[config.mk]
export PLATFORM = sky130hd
export DESIGN_NAME = universal_counter_seq
export DESIGN_NICKNAME = d
export VERILOG_FILES = /design/src/rtl/universal_counter_seq.sv
export SDC_FILE = /design/constraint.sdc
export NUM_CORES = 1
export LEC_CHECK = 0
export CORE_MARGIN = 5
export CORE_UTILIZATION = 51
export CTS_BUF_LIST = sky130_fd_sc_hd__clkbuf_16
export DETAILED_ROUTE_END_ITERATION = 6
export GPL_ROUTABILITY_DRIVEN = 0
export PLACE_DENSITY_LB_ADDON = 0.1
export SYNTH_ARGS = -nofsm -noshare
export SYNTH_HDL_FRONTEND = slang
export SYNTH_SLANG_ARGS = --single-unit
export TNS_END_PERCENT = 100
[constraint.sdc]
create_clock -name clk -period 3.5 [get_ports clk]
set_input_delay 0.7 -clock clk [delete_from_list [all_inputs] [get_ports clk]]
set_output_delay 0.7 -clock clk [all_outputs]
set_load 0.02 [all_outputs]
[src/rtl/universal_counter_seq.sv]
// Run-to-target initiator for universal_counter: drives clear/pause/mode/incr,
// freezes the counter on the target and reports done/err with the step count.
module universal_counter_seq #(
  parameter int MAX_STEPS = 32,
  parameter int STEP_W    = 8
) (
  input  logic              clk,
  input  logic              clear,
  input  logic              start,
  input  logic [3:0]        tgt,
  input  logic              dir_up,
  input  logic              dec_mode,
  input  logic              clr_first,
  input  logic [3:0]        cnt_count,
  output logic              ctr_clear,
  output logic              ctr_pause,
  output logic              ctr_mode,
  output logic              ctr_incr,
  output logic              busy,
  output logic              done,
  output logic              err,
  output logic [STEP_W-1:0] steps
);

  typedef enum logic [2:0] {
    IDLE, CLR, CHECK, RUN, SETTLE, DONE, ERR
  } state_t;

  localparam logic [STEP_W-1:0] MAX_S = STEP_W'(MAX_STEPS);

  state_t            state, state_n;
  logic [3:0]        tgt_q;
  logic              up_q, dec_q;
  logic [STEP_W-1:0] steps_n;
  logic              mode_n, incr_n, accept;

  // Count value one step before t in the given direction and modulus.
  function automatic logic [3:0] pred_of(input logic [3:0] t, input logic up,
                                         input logic dec);
    logic [3:0] top;
    top = dec ? 4'd9 : 4'd15;
    if (up) pred_of = (t == 4'd0) ? top : t - 4'd1;
    else    pred_of = (t == top) ? 4'd0 : t + 4'd1;
  endfunction

  function automatic logic [STEP_W-1:0] sat_inc(input logic [STEP_W-1:0] s);
    sat_inc = (s >= MAX_S) ? MAX_S : s + 1'b1;
  endfunction

  always_comb begin
    state_n = state;
    steps_n = steps;
    mode_n  = ctr_mode;
    incr_n  = ctr_incr;
    accept  = 1'b0;
    case (state)
      IDLE: begin
        if (start) begin
          accept  = 1'b1;
          mode_n  = dec_mode;
          incr_n  = dir_up;
          steps_n = '0;
          state_n = clr_first ? CLR : CHECK;
        end
      end
      CLR:   state_n = CHECK;
      CHECK: begin
        if (dec_q && (tgt_q > 4'd9)) state_n = ERR;
        else if (cnt_count == tgt_q)  state_n = DONE;
        else                          state_n = RUN;
      end
      RUN: begin
        // The counter takes its last step on the same edge that sees pred(tgt).
        steps_n = sat_inc(steps);
        if (cnt_count == pred_of(tgt_q, up_q, dec_q)) state_n = SETTLE;
        else if (steps_n == MAX_S)                    state_n = ERR;
      end
      SETTLE:    state_n = (cnt_count == tgt_q) ? DONE : ERR;
      DONE, ERR: state_n = IDLE;
      default:   state_n = IDLE;
    endcase
  end

  // Control and output registers: every output is a function of the next state.
  always_ff @(posedge clk or posedge clear) begin
    if (clear) begin
      state     <= IDLE;
      ctr_clear <= 1'b0;
      ctr_pause <= 1'b1;
      ctr_mode  <= 1'b0;
      ctr_incr  <= 1'b1;
      busy      <= 1'b0;
      done      <= 1'b0;
      err       <= 1'b0;
      steps     <= '0;
    end else begin
      state     <= state_n;
      ctr_clear <= (state_n == CLR);
      ctr_pause <= (state_n != RUN);
      ctr_mode  <= mode_n;
      ctr_incr  <= incr_n;
      busy      <= (state_n != IDLE);
      done      <= (state_n == DONE);
      err       <= (state_n == ERR);
      steps     <= steps_n;
    end
  end

  // Command fields latched on acceptance.
  always_ff @(posedge clk) begin
    if (accept) begin
      tgt_q <= tgt;
      up_q  <= dir_up;
      dec_q <= dec_mode;
    end
  end

endmodule

# Yosys cells after proc, flatten, opt, wreduce, memory -nomap -nowiden
# Index checks and enable logic that the tools add are counted.
totals:
  output_inout_bits: 15
  ff_bits: 24
  in_bits: 14
  elab_cells: 55
classes:
  reduce_logical: 7
  add_sub_neg: 3
  mux: 18
  n_eq_ne: 13
  n_lt_le_gt_ge: 2
op_table:
  columns: ["op", "n"]
  rows:
  - ["$mux 3", 6]
  - ["$mux 4", 4]
  - ["$mux 8", 2]
  - ["$pmux 8 s2", 1]
  - ["$pmux 3 s5", 1]
  - ["$eq 4x4->1", 3]
  - ["$eq 3x3->1 const B", 3]
  - ["$add 8x1->8 const B", 1]
  - ["$eq 8x6->1 const B", 1]
  - ["$ge 8x6->1 const B", 1]
  - ["$eq 3x1->1 const B", 2]
  - ["$eq 3x2->1 const B", 2]
  - ["$add 4x1->4 const B", 1]
  - ["$gt 4x4->1 const B", 1]
  - ["$logic_not 4->1", 1]
  - ["$mux 2", 2]
  - ["$reduce_and 2->1", 2]
  - ["$sub 4x1->4 const B", 1]
  - ["$logic_not 3->1", 1]
  - ["$ne 3x2->1 const B", 1]
  - ["$reduce_bool 3->1", 1]
  - ["$mux 1", 2]
  - ["$ne 2x2->1 const B", 1]
  - ["$reduce_bool 2->1", 1]
  - ["$logic_and 1x1->1", 1]

# Depth between registers and ports, before layout
depth:
  ltp_word: 9
  ltp_mapped: 11
  mapped_depth_nobuf: 10

# Worst setup path before layout
# Ideal clock, no wire load.
synth_path:
  path_type: "reg-to-reg"
  from: "register tgt_q[1]"
  to: "register busy"
  period_less_slack_ps: 2629
  arrival_ps: 2490
  path_stages_with_launch: 11
  t_required_ps: 3361
  path_slack_ps: 871
  path_cell_list: "edfxtp_1 buf_2 inv_1 ha_1 or4b_4 o311ai_1 a22oi_2 xnor2_2 or4_4 a31oi_4 nand3_1"
synth_via:
  elab_chain_len: 8
  word_cells_on_any_way: 18
synth_rtl:
  columns: ["element", "line_no", "source"]
  rows:
  - ["from (decl)", "32", "logic [3:0] tgt_q;"]
  - ["from (signal assigned)", "112", "tgt_q <= tgt;"]
  - ["$add 4x1->4 (tied with other cells)", "43", "else pred_of = (t == top) ? 4'd0 : t + 4'd1;"]
  - ["$mux 4 (on tied branches)", "43, 42", null]
  - ["$mux 4", "42", "if (up) pred_of = (t == 4'd0) ? top : t - 4'd1;"]
  - ["$mux 4", "56", "case (state)"]
  - ["$eq 4x4->1", "75", "if (cnt_count == pred_of(tgt_q, up_q, dec_q)) state_n = SETTLE;"]
  - ["$mux 3", "75", null]
  - ["$pmux 3 s5 *", "56", null]
  - ["$reduce_bool 3->1 *", "102", "busy <= (state_n != IDLE);"]
  - ["to (signal assigned)", "102", null]
  - ["to (decl)", "19", "output logic busy,"]
# Every way passes the cells marked *; elsewhere a longest branch is shown, timed or not. The select of a mux whose other input is x is not followed.
# A chain may end at the register's enable or synchronous reset.

# Worst setup path in the final report
# Ends and elaborated chain as after synthesis.

==> results.cfg <==
[run_status]
status = complete, no violations

[clock_network]
cts_tree = done
clk_pin_slew_ns = 0.06
clkLatencyLatePin_ns = 0.26
clockBufferDepth = 2
cts_resized = 0
cts_setup_buffers = 0
cts_inserted_buffers = 3
h-tree-depth = 1
hold_buffers = 0
cts_num_sinks = 24
cts_root_buf = clkbuf_16

[cells_and_area]
syn2layout_area_growth_pct = 27.5
fin_nets = 189
final_util = 0.671
drive_gt1_frac = 0.113
final_common_cell = clkdlybuf4s50_1
antenna_cells = 0
final_cells = 199
layout_common_cells = 28 x clkdlybuf4s50_1, 16 x dfrtp_1, 15 x nand2_1

[global_route]
antenna_found_initial = 0
grt_pass1_wl_microns = 5400
grt_util_all_layers = 0.171
grt_overflow = 0
grt_max_degree = 19
grt_pass1_vias = 1175

[synthesis]
yosys.area.top_type = dfrtp_1
synthFlopType = dfrtp_1
synth_area_leaders = dfrtp_1 28%, edfxtp_1 13%, ha_1 5.3%
syn_area_sq_um = 1430
synth_top_area_frac = 0.281
syn_inst = 140
synth-seq-area-share = 0.444
syn_nets = 160
synth_edf_count = 6
synth_cell_types = 50
yosys_warnings = 0
ys_async_sr_fraction = 0.750
ys_ff_latch = 24
syn_avg_cell_area_sq_um = 10.2

[placed_design]
dp_cells = 195
io_buffers = 28
dp_slack_ns = 0.644
dpl.hpwl_microns = 2260

[worst_setup_path]
crit_chain = inv_1 -> ha_1 -> or4b_4 -> o311ai_1 -> a22oi_2 -> xnor2_2 -> or4_4 -> a31oi_4 -> nand3_1
critPathTopFamily = simple AND/OR/NAND/NOR gates
reg2reg_slack_ns = 0.63
criticalPathCategory = reg2reg
crit_path_max_fanout = 9
path_buf_inv = 1
worst_setup_path_end_kind = register
cp_data_arrival_time_ns = 2.99
cp_slowest_cell = or4_4
startpoint_type = register
required_ns = 3.62
slowest_delay_ns = 0.56

[timing]
grt_setup_unrepaired = false
max_slew_margin = 0.553
hold_viol_final = 0
fin_skew_ns = 0.00274
drv_slew = 0
setup_viol = 0
fin_crit_sh = 0.820
tns_ns = 0
tightest_slew_ns = 0.669
max_freq_mhz = 348
worst_slack_ns = 0.630
post-route-min-period_ns = 2.87

[detailed_routing]
vias_per_cell = 5.53
firstDrtPassIters = 4
detail-route-antenna-nets = 0
drcViolationCount = 0
vias = 1101
drtIter0Drc = 70
routed_wl_microns = 3060
wl_per_cell_microns = 15.4

[floorplanning]
die_h_microns = 62.9
start_util = 0.526
pin_count = 29
dieWidth_microns = 62.9
die_area_sq_um = 3950
core_sq_um = 2710
rows = 19

[power_and_ir_drop]
p_per_area_nw_per_um2 = 710
p_leak_uw = 0.000784
ir_worst_vdd_mv = 0.598

[min_path]
hold_path.class = reg2reg

[run]
drv_cap = 0
per-stage QoR:
stage               instance area, sq um  power (uW)  hold slack, ns
floorplan                           1430         799           0.492
global placement                    1710         955           0.460
detailed placement                  1710         969           0.469
CTS                                 1820        1300           0.479
global route                        1820        1390           0.526
finish                              1820        1290           0.473
layer usage:
layer	vias up	share of wire	GRT usage
met1	528	0.42	0.198
met2	22	0.53	0.305
met5	-	0	0
li1	544	-	-
met4	0	0.025	0.0769
met3	7	0.027	0.0270
cell families (layout without fill, tap and decap cells):
| logic type | after synthesis | count (layout) | synth area share |
|---|---|---|---|
| adders and majority gates | 6 | 6 | 0.0526 |
| AOI/OAI and AO/OA | 32 | 32 | 0.172 |
| and+or+nand+nor | 51 | 51 | 0.212 |
| xor gates and xnor gates | 9 | 9 | 0.0605 |
| buffers and inverters | 18 | 46 | 0.0588 |
| DFF | 24 | 24 | 0.444 |
where the power goes:
part / leakage [uW] / internal, uW / total (uW) / switching (uW)
Clock: 0.0000511 / 227 / 323 / 96.0
Sequential: 0.000286 / 371 / 450 / 79.6
Combinational: 0.000447 / 235 / 517 / 282
final cells by class:
| class | instances | area [sq um] |
|---|---|---|
| tap | 31 | 38.8 |
| fill | 200 | 891 |
| timing repair buffer | 28 | 280 |
| clock inverter | 1 | 30.0 |
| multi-input combinational | 98 | 709 |
| inverter | 14 | 52.6 |
| clock buffer | 3 | 75.1 |
| sequential | 24 | 633 |
synthesized netlist by cell type, types with 2 or more instances:
master    count
and3_1        3
a21oi_1       6
xor2_1        6
nand3_1       4
and2_1        4
buf_6         2
nand2_1      15
o41ai_1       2
dfstp_2       2
o21ai_0       6
a22oi_2       2
inv_1        14
nor2_1        6
edfxtp_1      6
nor3_1        2
xnor2_1       2
nor3b_2       2
a21o_1        2
nor2b_1       2
o31ai_1       2
dfrtp_1      16
ha_1          6
flip-flops by register name, indices dropped and copies added (netlist names):
name       flops
busy           1
ctr_incr       1
up_q           1
ctr_mode       1
ctr_clear      1
done           1
tgt_q          4
steps          8
ctr_pause      1
dec_q          1
state          3
err            1
final timing paths:
| check | startpoint | endpoint | cells past startpoint |
|---|---|---|---|
| setup / recovery | tgt_q[1] | busy | 9 |
| hold / removal | ctr_incr | ctr_incr | 2 |
| setup reg to reg | tgt_q[1] | busy | 9 |
| hold reg to reg | ctr_incr | ctr_incr | 2 |
| max in group asynchronous | clear | steps[1] | 2 |
| min in group asynchronous | clear | steps[6] | 2 |
tightest hold or removal path, delay by kind of cell (launching register included):
| kind | cells | cell delay [ns] |
|---|---|---|
| flip-flops | 1 | 0.37 |
| AND/OR/NAND/NOR | 2 | 0.10 |
Power figures use the tool's default switching activity.
